<file path="config.mk">
export PLATFORM = sky130hd
export DESIGN_NAME = arb_word_mux
export DESIGN_NICKNAME = d
export VERILOG_FILES = /design/src/rtl/arb_word_mux_pkg.sv /design/src/rtl/arb_word_mux_onehot.sv /design/src/rtl/arb_word_mux.sv
export SDC_FILE = /design/constraint.sdc
export NUM_CORES = 1
export LEC_CHECK = 0
export CAP_MARGIN = 20
export CORE_MARGIN = 2
export CORE_UTILIZATION = 36
export DETAILED_ROUTE_END_ITERATION = 12
export PLACE_DENSITY = 0.84
export SLEW_MARGIN = 20
export SYNTH_ARGS = -nofsm -noshare
export SYNTH_HDL_FRONTEND = slang
export SYNTH_SLANG_ARGS = --single-unit
export TNS_END_PERCENT = 20
</file>
<file path="constraint.sdc">
create_clock -name clk -period 2.1 [get_ports clk]
set_clock_uncertainty 0.2 [all_clocks]
set_input_delay 0.42 -clock clk [delete_from_list [all_inputs] [get_ports clk]]
set_output_delay 0.42 -clock clk [all_outputs]
set_load 0.1 [all_outputs]
</file>
<file path="src/rtl/arb_word_mux_pkg.sv">
// Shared helpers for the arbitrated word multiplexer: source-index width
// calculation and one-hot to binary index conversion.
package arb_mux_pkg;

    // Width of a source index: ceil(log2(n)), never less than one bit.
    function automatic int sel_width(input int n);
        int w;
        w = 0;
        while ((1 << w) < n) begin
            w++;
        end
        return (w < 1) ? 1 : w;
    endfunction

    // Binary index of the set bit in a one-hot vector of up to 32 bits.
    // An all-zero vector maps to index 0.
    function automatic logic [4:0] onehot_to_index(input logic [31:0] onehot);
        logic [4:0] idx;
        idx = '0;
        for (int i = 0; i < 32; i++) begin
            if (onehot[i]) begin
                idx = idx | 5'(i);
            end
        end
        return idx;
    endfunction

endpackage

</file>
<file path="src/rtl/arb_word_mux_onehot.sv">
// AND-OR N:1 word selector driven by a one-hot (or all-zero) select.
// Purely combinational; an all-zero select yields an all-zero word.
module word_onehot_mux
    import arb_mux_pkg::*;
#(
    parameter int WIDTH = 32,
    parameter int N_IN  = 4
) (
    input  logic [N_IN-1:0]       sel,
    input  logic [N_IN*WIDTH-1:0] data,
    output logic [WIDTH-1:0]      word
);

    // OR together every channel word masked by its select bit.
    always_comb begin
        word = '0;
        for (int i = 0; i < N_IN; i++) begin
            word = word | (data[i*WIDTH +: WIDTH] & {WIDTH{sel[i]}});
        end
    end

endmodule

</file>
<file path="src/rtl/arb_word_mux.sv">
// N-channel arbitrated word multiplexer with valid/ready handshake on both
// sides and a single registered output stage (1 word/cycle throughput).
// Build option: define ARB_ROUND_ROBIN_EN for round-robin arbitration;
// otherwise the lowest-index requesting channel always wins.
module arb_word_mux
    import arb_mux_pkg::*;
#(
    parameter int  WIDTH = 32,
    parameter int  N_IN  = 4,
    localparam int SEL_W = sel_width(N_IN)
) (
    input  logic                  clk,
    input  logic                  rst_n,
    input  logic [N_IN-1:0]       in_valid,
    input  logic [N_IN*WIDTH-1:0] in_data,
    output logic [N_IN-1:0]       in_ready,
    output logic                  out_valid,
    output logic [WIDTH-1:0]      out_data,
    output logic [SEL_W-1:0]      out_sel,
    input  logic                  out_ready
);

    logic [N_IN-1:0]  grant;
    logic [SEL_W-1:0] grant_sel;
    logic [WIDTH-1:0] grant_word;
    logic             load_en;
    logic             in_xfer;
    logic             out_xfer;

`ifdef ARB_ROUND_ROBIN_EN
    logic [SEL_W-1:0] rr_ptr;
    int               best_dist;

    // Round-robin pick: the valid channel closest after rr_ptr (wrapping) wins.
    always_comb begin
        grant     = '0;
        best_dist = N_IN;
        for (int i = 0; i < N_IN; i++) begin
            if (in_valid[i] && (((i + N_IN - 1 - int'(rr_ptr)) % N_IN) < best_dist)) begin
                best_dist = (i + N_IN - 1 - int'(rr_ptr)) % N_IN;
                grant     = '0;
                grant[i]  = 1'b1;
            end
        end
    end

    // Pointer remembers the last served channel; it moves only on an input transfer.
    always_ff @(posedge clk or negedge rst_n) begin
        if (!rst_n) begin
            rr_ptr <= SEL_W'(N_IN - 1);
        end else if (in_xfer) begin
            rr_ptr <= grant_sel;
        end
    end
`else
    // Fixed-priority pick: scanning downward leaves the lowest valid index granted.
    always_comb begin
        grant = '0;
        for (int i = N_IN - 1; i >= 0; i--) begin
            if (in_valid[i]) begin
                grant    = '0;
                grant[i] = 1'b1;
            end
        end
    end
`endif

    assign grant_sel = SEL_W'(onehot_to_index(32'(grant)));

    // The output register can take a new word when empty or being drained this cycle.
    // in_ready is held low throughout reset.
    assign load_en  = ~out_valid | out_ready;
    assign in_ready = grant & {N_IN{load_en & rst_n}};
    assign in_xfer  = |(in_valid & in_ready);
    assign out_xfer = out_valid & out_ready;

    word_onehot_mux #(
        .WIDTH (WIDTH),
        .N_IN  (N_IN)
    ) u_data_mux (
        .sel   (grant),
        .data  (in_data),
        .word  (grant_word)
    );

    // Output register: load on an input transfer, otherwise empty out on an output transfer.
    always_ff @(posedge clk or negedge rst_n) begin
        if (!rst_n) begin
            out_valid <= 1'b0;
            out_data  <= '0;
            out_sel   <= '0;
        end else if (in_xfer) begin
            out_valid <= 1'b1;
            out_data  <= grant_word;
            out_sel   <= grant_sel;
        end else if (out_xfer) begin
            out_valid <= 1'b0;
        end
    end

endmodule

</file>
* Word level (Yosys, flattened, before mapping) *
Index checks and enable logic that the tools add are counted.

cells by class
  bitwise gates (word level) = 13
  reductions and logical operators = 2
  muxes and demuxes = 9

operators by type and width
  cell                count
  32-bit bitwise AND  4
  32-bit OR           3
  4-bit two-way mux   4
  4-bit bitwise AND   2
  2-bit two-way mux   2
  4-bit OR reduction  1
  1-bit two-way mux   3
  1-bit bitwise AND   2
  2-bit nonzero test  1
  1-bit NOT           1
  1-bit OR            1

word-level totals
  register bits after elaboration = 35
  output and inout bits = 39

* Longest topological paths before layout *
  word-level depth = 8
  depth in mapped cells = 7
  gate-level depth less buffers = 3

* Modules after synthesis *
Synthesis repeated with hierarchy kept, for this count alone.

unflattened totals
  cell total of the unflattened synthesis = 197
  area total of the unflattened synthesis = 2232.1 µm²

modules (own cells, without submodules)
  module           seq. area each (µm²)  area each (µm²)  cells an instance  instances
  arb_word_mux     875.8                 1526.5           89                 1
  word_onehot_mux  0.0                   705.7            108                1

* Worst setup path before layout *
No wires, ideal clock.

  path kind = flip-flop to output port
  start point = reg out_valid
  end point = out in_ready[2]
  buffers on the path = 2
  stages on the path, launching flop included = 6
  data arrival time = 3.758 ns
  slack = -2.278 ns
  path through = dfrtp_1 > nand2b_1 > clkbuf_1 > clkbuf_1 > nand2_1 > nor3_1

on the way
  longest elaborated chain between the ends = 4

RTL lines
  what                    line                text
  from (decl)             arb_word_mux.sv:17  output logic out_valid,
  from (signal assigned)  arb_word_mux.sv:89  out_valid <= 1'b0;
  from (signal assigned)  arb_word_mux.sv:93  out_valid <= 1'b1;
  from (signal assigned)  arb_word_mux.sv:97  out_valid <= 1'b0;
  1-bit NOT               arb_word_mux.sv:72  assign load_en = ~out_valid | out_ready;
  1-bit OR                arb_word_mux.sv:72
  1-bit bitwise AND       arb_word_mux.sv:73  assign in_ready = grant & {N_IN{load_en & rst_n}};
  4-bit bitwise AND       arb_word_mux.sv:73
  to (decl)               arb_word_mux.sv:16  output logic [N_IN-1:0] in_ready,

Every way passes these cells.

* Worst setup path after layout *
Same ends and word-level chain as after synthesis.

==> metrics.yaml <==
outcome:
  status: "finished clean"
sta:
  slew_headroom_pct: 75.1
  rsz0062_at_grt: "no"
  finalSetupViolCount: 0
  worst_pin_slew_ns: 0.374
  setup_tns_ns: 0
  fmax_ghz: 0.497
  post-route-min-period_ns: 2.01
  slew_viol_final: 0
  fin_crit_sh_pct: 95.8
  layout_setup_ws_ns: 0.0888
  hold_viol_final: 0
cells_and_area:
  diodes: 0
  multiInputGateArea_um2: 1380
  final_area_um2: 4900
  stdcell_count: 578
  fillCellCount: 518
  drive_above_1_share_pct: 17.6
  final_common_cell: "clkdlybuf4s50_1"
  final_util_pct: 72.1
  layout_common_cells: "clkdlybuf4s50_1, a31oi_1, buf_12"
  area_growth_pct: 94.7
  seq_area_um2: 880
  nNetsFinal: 616
global_routing:
  grt_pass1_vias: 3137
  grt_max_degree: 35
  gr-usage-all-layers_pct: 23.7
  gr-total-overflow: 0
  grt_antenna_before_repair: 0
  grt_first_pass_wirelength_um: 14500
synthesis:
  yosysTopAreaCellShare_pct: 34.8
  synthCells: 316
  ys_seq_area_share_pct: 34.8
  synth_cell_types: 19
  yosys_warnings: 0
  syn_area_um2: 2520
  synth_top_area_cell: "dfrtp_1"
  synth.avg_cell_area_um2: 7.96
  ys_ff_latch: 35
  syn_nets: 451
  synth.area.top_cells: "dfrtp_1, a31oi_1, a22o_1"
worst_setup_path:
  required_ns: 1.48
  start_kind: "flip-flop"
  crit_start: "out_valid"
  path_class: "flip-flop to output pin"
  cp.arrival_ns: 1.39
  cp_max_fo: 5
  reg2reg_from: "out_valid"
  reg2reg_depth: 5
  cp-end-kind: "output pin"
cts:
  insertion_delay_ns: 0.28
  htree_num_levels: 2
  cts_inserted_buffers: 5
  clkTransAtPathRegs_ns: 0.07
  cts_sinks: 35
  cts_buffer_depth: 2
  cts_tree: "yes"
  clockRootBuffer: "clkbuf_8"
pwr:
  powerDensity_nw_per_um2: 728
  ir_drop_mv: 0.308
  leakage_nw: 2.04
floorplanning:
  core_area_um2: 6790
  start_util_pct: 37.0
  die_area_um2: 7670
  die_w_um: 87.6
  rows: 30
  pin_count: 174
  die_h_um: 87.6
placed_design:
  dp_cells: 568
  place_ws_ns: -0.271
  place_area_um2: 4780
  globalplace.congestion: 0.843
  io_buffer_count: 173
  hpwl_um: 7120
drt:
  first_pass_iters: 4
  vias: 3101
  detail_route.wirelength_um: 9140
  first_iter_violations: 138
  wl_per_cell_um: 15.8
  ant_nets: 0
  vias_per_cell: 5.37
  drc_errors: 0
min_path:
  min_path_type: "input port to async pin"
job:
  max-cap-violations: 0
==> kinds of logic after synthesis <==
logic type / after synthesis / share of synthesized area [%]
AOI/OAI and AO/OA: 131 / 34.1
buffers and inverters: 72 / 12.5
DFF: 35 / 34.8
muxes: 1 / 0.597
and+or+nand+nor: 77 / 18.0
==> synth_stat cells <==
| cell type | n |
|---|---|
| buf_1 | 1 |
| mux2_4 | 1 |
| a22o_1 | 32 |
| or4_4 | 1 |
| buf_6 | 6 |
| a21oi_1 | 33 |
| nor3_1 | 2 |
| clkbuf_1 | 31 |
| nor4b_2 | 1 |
| and3_4 | 1 |
| nand2b_1 | 1 |
| a31oi_1 | 66 |
| inv_1 | 34 |
| and3_1 | 2 |
| nand3_1 | 1 |
| nand3b_1 | 32 |
| dfrtp_1 | 35 |
| nand2_1 | 34 |
| or2_2 | 2 |
==> through the flow <==
step	total power (W)	hold slack (ns)
floorplan	0.00209	-0.0756
global route	0.00370	0.0252
finish	0.00357	0.0227
CTS	0.00359	0.0157
detailed placement	0.00304	0.292
global placement	0.00300	0.302
==> worst max-delay path, cell delays in order (launching register included) <==
cell and delay, ns:
dfrtp_4 0.51, nand2b_4 0.12, nand2_4 0.08, nor3_4 0.20, buf_12 0.20
==> path summary, 6_finish.rpt <==
kind | slack [ns] | endpoint
max | 0.09 | in_ready[2]
max in group asynchronous | 0.98 | out_valid
min in group clk | 0.25 | out_valid
min reg2reg | 0.39 | out_sel[0]
min | 0.02 | out_sel[1]
max reg2reg | 0.32 | out_sel[0]
==> what timing repair did <==
action                     CTS  global route
pin swaps                    5             2
setup endpoints to repair    3             2
gates resized for setup      5             3
hold endpoints to repair     8             0
buffers inserted             1             0
hold buffers                 1             0
==> cell type report <==
type,instances,share of cell area [%]
timing repair buffer,196,46.8
multi-input combinational,209,28.1
sequential,35,18.0
inverter,34,2.60
tap,96,2.45
clock buffer,8,2.04
==> power by group <==
group	leakage (nW)	internal, W	switching (W)
logic	1.61	0.000864	0.00124
clock network	0.0515	0.000300	0.000243
registers	0.386	0.000793	0.000133
total	2.04	0.00196	0.00161
==> layer usage <==
layer	routed length [um]	track usage [%]	vias to the layer above	share of wire (%)
met1	3410	27.0	1458	37
met3	594	5.18	18	6.5
met5	0	0	-	0
met4	168	6.99	0	1.8
met2	4980	44.2	137	54
li1	-	-	1488	-
==> sequential cells by signal, indices dropped and copies added (netlist names) <==
name and flops:
out_sel 2, out_data 32, out_valid 1
Note: power is estimated with default switching activity, not from simulation.
